===== src/rtl/bitwise_oper_acc.sv =====
// bitwise_oper_acc
//   Per-beat selectable bitwise operation on two N-bit operands, or XOR-checksum
//   folding across a multi-beat frame. One registered stage from input to output,
//   followed by a main/skid output buffer so full throughput survives backpressure.
//
// Ports
//   clk        rising-edge clock
//   rst        synchronous active-high reset
//   in_valid   input beat valid
//   in_ready   block can accept a beat (registered state only, plus rst)
//   a, b       N-bit operands
//   op         operation select, sampled with the beat
//   in_last    last beat of frame
//   out_valid  result valid
//   out_ready  consumer accepts result
//   co         N-bit result
//   out_last   result closes a frame
//   out_cnt    number of beats folded into the result (saturating)
module bitwise_oper_acc #(
    parameter int unsigned N  = 4,
    parameter int unsigned CW = 8
) (
    input  logic          clk,
    input  logic          rst,
    input  logic          in_valid,
    output logic          in_ready,
    input  logic [N-1:0]  a,
    input  logic [N-1:0]  b,
    input  logic [2:0]    op,
    input  logic          in_last,
    output logic          out_valid,
    input  logic          out_ready,
    output logic [N-1:0]  co,
    output logic          out_last,
    output logic [CW-1:0] out_cnt
);

    localparam logic [2:0]    OpXor  = 3'd0;
    localparam logic [2:0]    OpAnd  = 3'd1;
    localparam logic [2:0]    OpOr   = 3'd2;
    localparam logic [2:0]    OpXnor = 3'd3;
    localparam logic [2:0]    OpNand = 3'd4;
    localparam logic [2:0]    OpNor  = 3'd5;
    localparam logic [2:0]    OpAcc  = 3'd6;
    localparam logic [2:0]    OpPass = 3'd7;
    localparam logic [CW-1:0] CntOne = CW'(1);
    localparam logic [CW-1:0] CntMax = '1;

    typedef enum logic {StIdle, StAcc} acc_state_e;

    acc_state_e    state_q, state_d;
    logic [N-1:0]  acc_q, acc_d;
    logic [CW-1:0] cnt_q, cnt_d;

    logic          main_valid_q, main_valid_d;
    logic [N-1:0]  main_co_q, main_co_d;
    logic          main_last_q, main_last_d;
    logic [CW-1:0] main_cnt_q, main_cnt_d;
    logic          skid_valid_q, skid_valid_d;
    logic [N-1:0]  skid_co_q, skid_co_d;
    logic          skid_last_q, skid_last_d;
    logic [CW-1:0] skid_cnt_q, skid_cnt_d;

    logic          accept;
    logic          out_fire;
    logic          is_acc;
    logic [N-1:0]  acc_base;
    logic [CW-1:0] cnt_inc;
    logic          res_valid;
    logic [N-1:0]  res_co;
    logic          res_last;
    logic [CW-1:0] res_cnt;

    assign in_ready  = !rst && !skid_valid_q;
    assign accept    = in_valid && in_ready;
    assign out_valid = !rst && main_valid_q;
    assign co        = rst ? '0 : main_co_q;
    assign out_last  = rst ? 1'b0 : main_last_q;
    assign out_cnt   = rst ? '0 : main_cnt_q;
    assign out_fire  = out_valid && out_ready;

    assign is_acc   = (op == OpAcc);
    assign acc_base = (state_q == StAcc) ? acc_q : '0;
    assign cnt_inc  = (cnt_q == CntMax) ? cnt_q : cnt_q + CntOne;

    // Accumulator state register
    always_ff @(posedge clk) begin
        if (rst) begin
            state_q <= StIdle;
            acc_q   <= '0;
            cnt_q   <= '0;
        end else begin
            state_q <= state_d;
            acc_q   <= acc_d;
            cnt_q   <= cnt_d;
        end
    end

    // Accumulator next state; non-ACC beats leave an open frame untouched
    always_comb begin
        state_d = state_q;
        acc_d   = acc_q;
        cnt_d   = cnt_q;
        if (accept && is_acc) begin
            if (in_last) begin
                state_d = StIdle;
                acc_d   = '0;
                cnt_d   = '0;
            end else begin
                state_d = StAcc;
                acc_d   = acc_base ^ a ^ b;
                cnt_d   = (state_q == StAcc) ? cnt_inc : CntOne;
            end
        end
    end

    // Result produced by the beat being accepted this cycle
    always_comb begin
        res_valid = accept && (!is_acc || in_last);
        res_last  = in_last;
        res_cnt   = CntOne;
        res_co    = '0;
        case (op)
            OpXor:   res_co = a ^ b;
            OpAnd:   res_co = a & b;
            OpOr:    res_co = a | b;
            OpXnor:  res_co = ~(a ^ b);
            OpNand:  res_co = ~(a & b);
            OpNor:   res_co = ~(a | b);
            OpAcc: begin
                res_co   = acc_base ^ a ^ b;
                res_last = 1'b1;
                res_cnt  = (state_q == StAcc) ? cnt_inc : CntOne;
            end
            OpPass:  res_co = a;
            default: res_co = '0;
        endcase
    end

    // Output buffer: main feeds the port, skid absorbs one result under backpressure.
    // A new result never arrives while skid is full because in_ready is low then.
    always_comb begin
        main_valid_d = main_valid_q;
        main_co_d    = main_co_q;
        main_last_d  = main_last_q;
        main_cnt_d   = main_cnt_q;
        skid_valid_d = skid_valid_q;
        skid_co_d    = skid_co_q;
        skid_last_d  = skid_last_q;
        skid_cnt_d   = skid_cnt_q;
        if (out_fire) begin
            if (skid_valid_q) begin
                main_co_d    = skid_co_q;
                main_last_d  = skid_last_q;
                main_cnt_d   = skid_cnt_q;
                skid_valid_d = 1'b0;
            end else if (res_valid) begin
                main_co_d    = res_co;
                main_last_d  = res_last;
                main_cnt_d   = res_cnt;
            end else begin
                main_valid_d = 1'b0;
            end
        end else if (res_valid) begin
            if (!main_valid_q) begin
                main_valid_d = 1'b1;
                main_co_d    = res_co;
                main_last_d  = res_last;
                main_cnt_d   = res_cnt;
            end else begin
                skid_valid_d = 1'b1;
                skid_co_d    = res_co;
                skid_last_d  = res_last;
                skid_cnt_d   = res_cnt;
            end
        end
    end

    always_ff @(posedge clk) begin
        if (rst) begin
            main_valid_q <= 1'b0;
            main_co_q    <= '0;
            main_last_q  <= 1'b0;
            main_cnt_q   <= '0;
            skid_valid_q <= 1'b0;
            skid_co_q    <= '0;
            skid_last_q  <= 1'b0;
            skid_cnt_q   <= '0;
        end else begin
            main_valid_q <= main_valid_d;
            main_co_q    <= main_co_d;
            main_last_q  <= main_last_d;
            main_cnt_q   <= main_cnt_d;
            skid_valid_q <= skid_valid_d;
            skid_co_q    <= skid_co_d;
            skid_last_q  <= skid_last_d;
            skid_cnt_q   <= skid_cnt_d;
        end
    end

endmodule


===== config.mk =====
export PLATFORM = sky130hd
export DESIGN_NAME = bitwise_oper_acc
export DESIGN_NICKNAME = d
export VERILOG_FILES = /design/src/rtl/bitwise_oper_acc.sv
export SDC_FILE = /design/constraint.sdc
export NUM_CORES = 1
export LEC_CHECK = 0
export ABC_AREA = 1
export BUFFER_PORTS_ARGS = -buffer_cell sky130_fd_sc_hd__buf_2
export CAP_MARGIN = 20
export CORE_MARGIN = 2
export CORE_UTILIZATION = 30
export DETAILED_ROUTE_END_ITERATION = 8
export GPL_TIMING_DRIVEN = 1
export MAX_ROUTING_LAYER = met4
export PLACE_DENSITY_LB_ADDON = 0.25
export SLEW_MARGIN = 20
export SYNTH_ARGS = -nofsm -noshare
export SYNTH_HDL_FRONTEND = slang
export SYNTH_SLANG_ARGS = --single-unit

===== constraint.sdc =====
create_clock -name clk -period 2.1 [get_ports clk]
set_clock_uncertainty 0.1 [all_clocks]
set_input_delay 0.315 -clock clk [delete_from_list [all_inputs] [get_ports clk]]
set_output_delay 0.315 -clock clk [all_outputs]
set_load 0.01 [all_outputs]

==> impl_metrics.toml <==
[floorplan]
io_pins = 31
die_x_um = 98.8
initial_core_util = 0.309
die_h_um = 98.8
core_mm2 = 0.00872
rows = 34
die-area_mm2 = 0.00977

[worst_setup_path]
crit_chain = "ha_1, nand2_1, nor2_1, nand2_1, nand3_1, nand3_1, nand2_1, nand2_1, nand2_1"
cp_max_fo = 6
crit_type = "flip-flop to flip-flop"
startpoint = "cnt_q[0]"
cp_common_cell = "nand2_1"
r2r-end = "main_cnt_q[7]"
critPathMaxStageDelay_ns = 0.42
r2r_setup_slack_ns = 0.31
crit_slowest_cell = "dfxtp_1"
path_delay_family = "simple AND/OR/NAND/NOR gates"
cp.buffers_inverters = 0
r2r-start = "cnt_q[0]"
required_ns = 2.24
rr_worst_depth = 9
endpoint_kind = "flip-flop"
crit_arrival_ns = 1.93
critPathLaunchType = "flip-flop"

[routing]
drc = 0
ant_nets = 0
vias = 2721
route.detailed.vias_per_inst = 4.80
drt-total-wl_mm = 6.45
drt_iter0_markers = 114
drt-wirelength-per-cell_um = 11.4
first_pass_iters = 4

[finish]
multi_input_area_mm2 = 0.00158
seq_area_um2 = 821
fin_util = 0.354
fillers = 965
syn2layout_area_growth_pct = 14.5
design_area_mm2 = 0.00309
instances_no_fill = 567
diodes = 0
layout.nets = 484
drive_above_1_share = 0.150

[logic_synthesis]
synthesis.area_mm2 = 0.00270
ys_seq_area_frac = 0.304
synth_cell_types = 31
synth_mux_area_frac = 0
yosys.area_share.xor_xnor = 0
synthSimpleGateAreaFrac = 0.434
yosys_warnings = 0
synth-compound-area-share = 0.0997
synthCells = 431
synth_seq_cells = 41
syn_nets = 457
avgSynthCellArea_um2 = 6.26
synthAdderAreaFrac = 0.0464
synth_top_family_by_area = "simple AND/OR/NAND/NOR gates"

[run]
cap_violations = 0

[clock_network]
cts_max_level = 2
post-cts-setup-buffers = 0
clock_path_buffers = 2
numCtsBuffers = 5
cts_sinks = 41
cts_tree = "yes"
path_clk_slew_ns = 0.09
clk_latency_ns = 0.30
cts_root_buffer = "clkbuf_8"

[power]
total_power_mw = 1.81
pwr-share-seq = 0.446
pwr-share-clk = 0.426
p_comb_frac = 0.129
switching_share = 0.256
intPower_mw = 1.35
p_per_area_mw_per_mm2 = 586
p_leak_nw = 1.54
switchingPower_mw = 0.465
ir_drop_uv = 316

[timing]
report.final.hold_viol_count = 0
setup_viol = 0
tightestPinTransition_ns = 0.514
finalCriticalPeriod_ns = 1.79
rsz0062_at_grt = "false"
fin_crit_sh = 0.851
slew_headroom = 0.657
fmax_mhz = 560
fin_setup_tns_ns = 0
drv_slew = 0

[run_status]
status = "complete, no violations"

[min_path]
min_path_type = "primary input to flip-flop"
hold_end = "skid_last_q"
min_from = "in_last"
hold_path_depth = 3

[global_route]
overflow = 0
grt_pass1_wl_mm = 11.5
grt_usage = 0.145
grt_pass1_vias = 2586
grt_max_degree = 27
antenna_found_initial = 0

[placed_design]
place.port_buffers = 30
placed_area_mm2 = 0.00294
gp_congestion = 0.867
dp_hpwl_mm = 4.82
place_inst = 559
-- Yosys cell counts --
master | number | area [um2]
nand4_1 | 22 | 138
ha_1 | 10 | 125
a21oi_1 | 24 | 120
buf_1 | 3 | 11.3
nor2_4 | 1 | 11.3
buf_4 | 4 | 30.0
nor2_1 | 43 | 161
nand3b_1 | 3 | 22.5
a2bb2oi_1 | 1 | 8.76
nor2_8 | 1 | 20.0
dfxtp_1 | 41 | 821
a31oi_1 | 1 | 6.26
clkinv_1 | 1 | 3.75
nor3b_1 | 1 | 7.51
inv_1 | 52 | 195
buf_6 | 2 | 22.5
inv_2 | 1 | 3.75
nor3_2 | 1 | 10.0
nand2_4 | 1 | 11.3
o21ai_0 | 19 | 95.1
nand3_1 | 32 | 160
nand2_1 | 137 | 514
clkbuf_1 | 4 | 15.0
o21a_1 | 3 | 22.5
nand3_4 | 1 | 17.5
nand3_2 | 2 | 20.0
nor3_1 | 2 | 10.0
nor2_2 | 10 | 62.6
nand2_2 | 1 | 6.26
o21ai_4 | 1 | 16.3
buf_2 | 6 | 30.0
-- layer usage --
metal,vias up,global-route usage,wire length [um]
li1,1427,-,-
met1,1242,0.175,3020
met2,45,0.248,3190
met3,7,0.0206,186
met4,0,0.0474,55
met5,-,-,0
-- repair_timing --
action | CTS | global route
setup endpoints to repair | 0 | 11
resized for setup | 0 | 3
hold buffers | 0 | 0
-- layout make-up --
cell class | count | area share
timing repair buffer | 39 | 0.0704
multi-input combinational | 317 | 0.511
clock inverter | 3 | 0.0211
tap | 108 | 0.0437
clock buffer | 5 | 0.0223
inverter | 54 | 0.0656
sequential | 41 | 0.266
-- cells by family after synthesis --
logic type,after synthesis
AO/OA/AOI/OAI,49
adder cells (fa/ha/maj),10
buffers and inverters,73
flip-flops,41
AND/OR/NAND/NOR,258
-- flip-flops by register name (all words and copies together) (netlist names) --
name,flops
skid_co_q,4
main_co_q,4
main_valid_q,1
cnt_q,8
skid_valid_q,1
main_cnt_q,8
main_last_q,1
acc_q,4
skid_last_q,1
skid_cnt_q,8
state_q,1
-- worst max-delay path by stage --
stage	to	slack [ns]	cells after the start
5_1_grt	main_cnt_q[1]	0.09	10
2_1_floorplan	main_co_q[0]	0.39	11
6_report	main_cnt_q[7]	0.31	9
4_1_cts	main_cnt_q[7]	0.17	10
3_5_place_dp	main_cnt_q[0]	0.10	11
3_3_place_gp	main_co_q[3]	0.13	11
-- placed cells by master, fill, tap and decap left out, types with 3 or more instances in the layout --
cell	synthesis	final
nor2_2	10	10
ha_1	10	10
nand3_1	32	32
nand2_1	137	136
buf_2	6	30
nor2_1	43	43
clkbuf_8	0	5
inv_1	52	52
o21ai_0	19	19
dfxtp_1	41	41
buf_4	4	9
o21a_1	3	3
a21oi_1	24	23
nand4_1	22	22
nand3b_1	3	3
-- through the flow --
step                      hold WS (ns)  worst slack, ns
after detailed placement         0.358            0.104
after CTS                        0.214            0.168
after global routing             0.251           0.0899
after global placement           0.352            0.130
after floorplan                  0.344            0.394
final                            0.223            0.313
-- power by group through the flow --
| stage | clock [mW] | sequential, mW | combinational [mW] |
|---|---|---|---|
| global placement | 0 | 0.825 | 0.229 |
| CTS | 0.787 | 0.807 | 0.233 |
| global route | 0.820 | 0.810 | 0.270 |
| detailed placement | 0 | 0.825 | 0.232 |
| floorplan | 0 | 0.822 | 0.166 |
| finish | 0.771 | 0.807 | 0.233 |
-- worst min-delay path, delay by kind of cell --
family | cells | cell delay (ns)
compound gates | 1 | 0.07
buf+inv | 2 | 0.20
(Power assumes the default switching activity.)
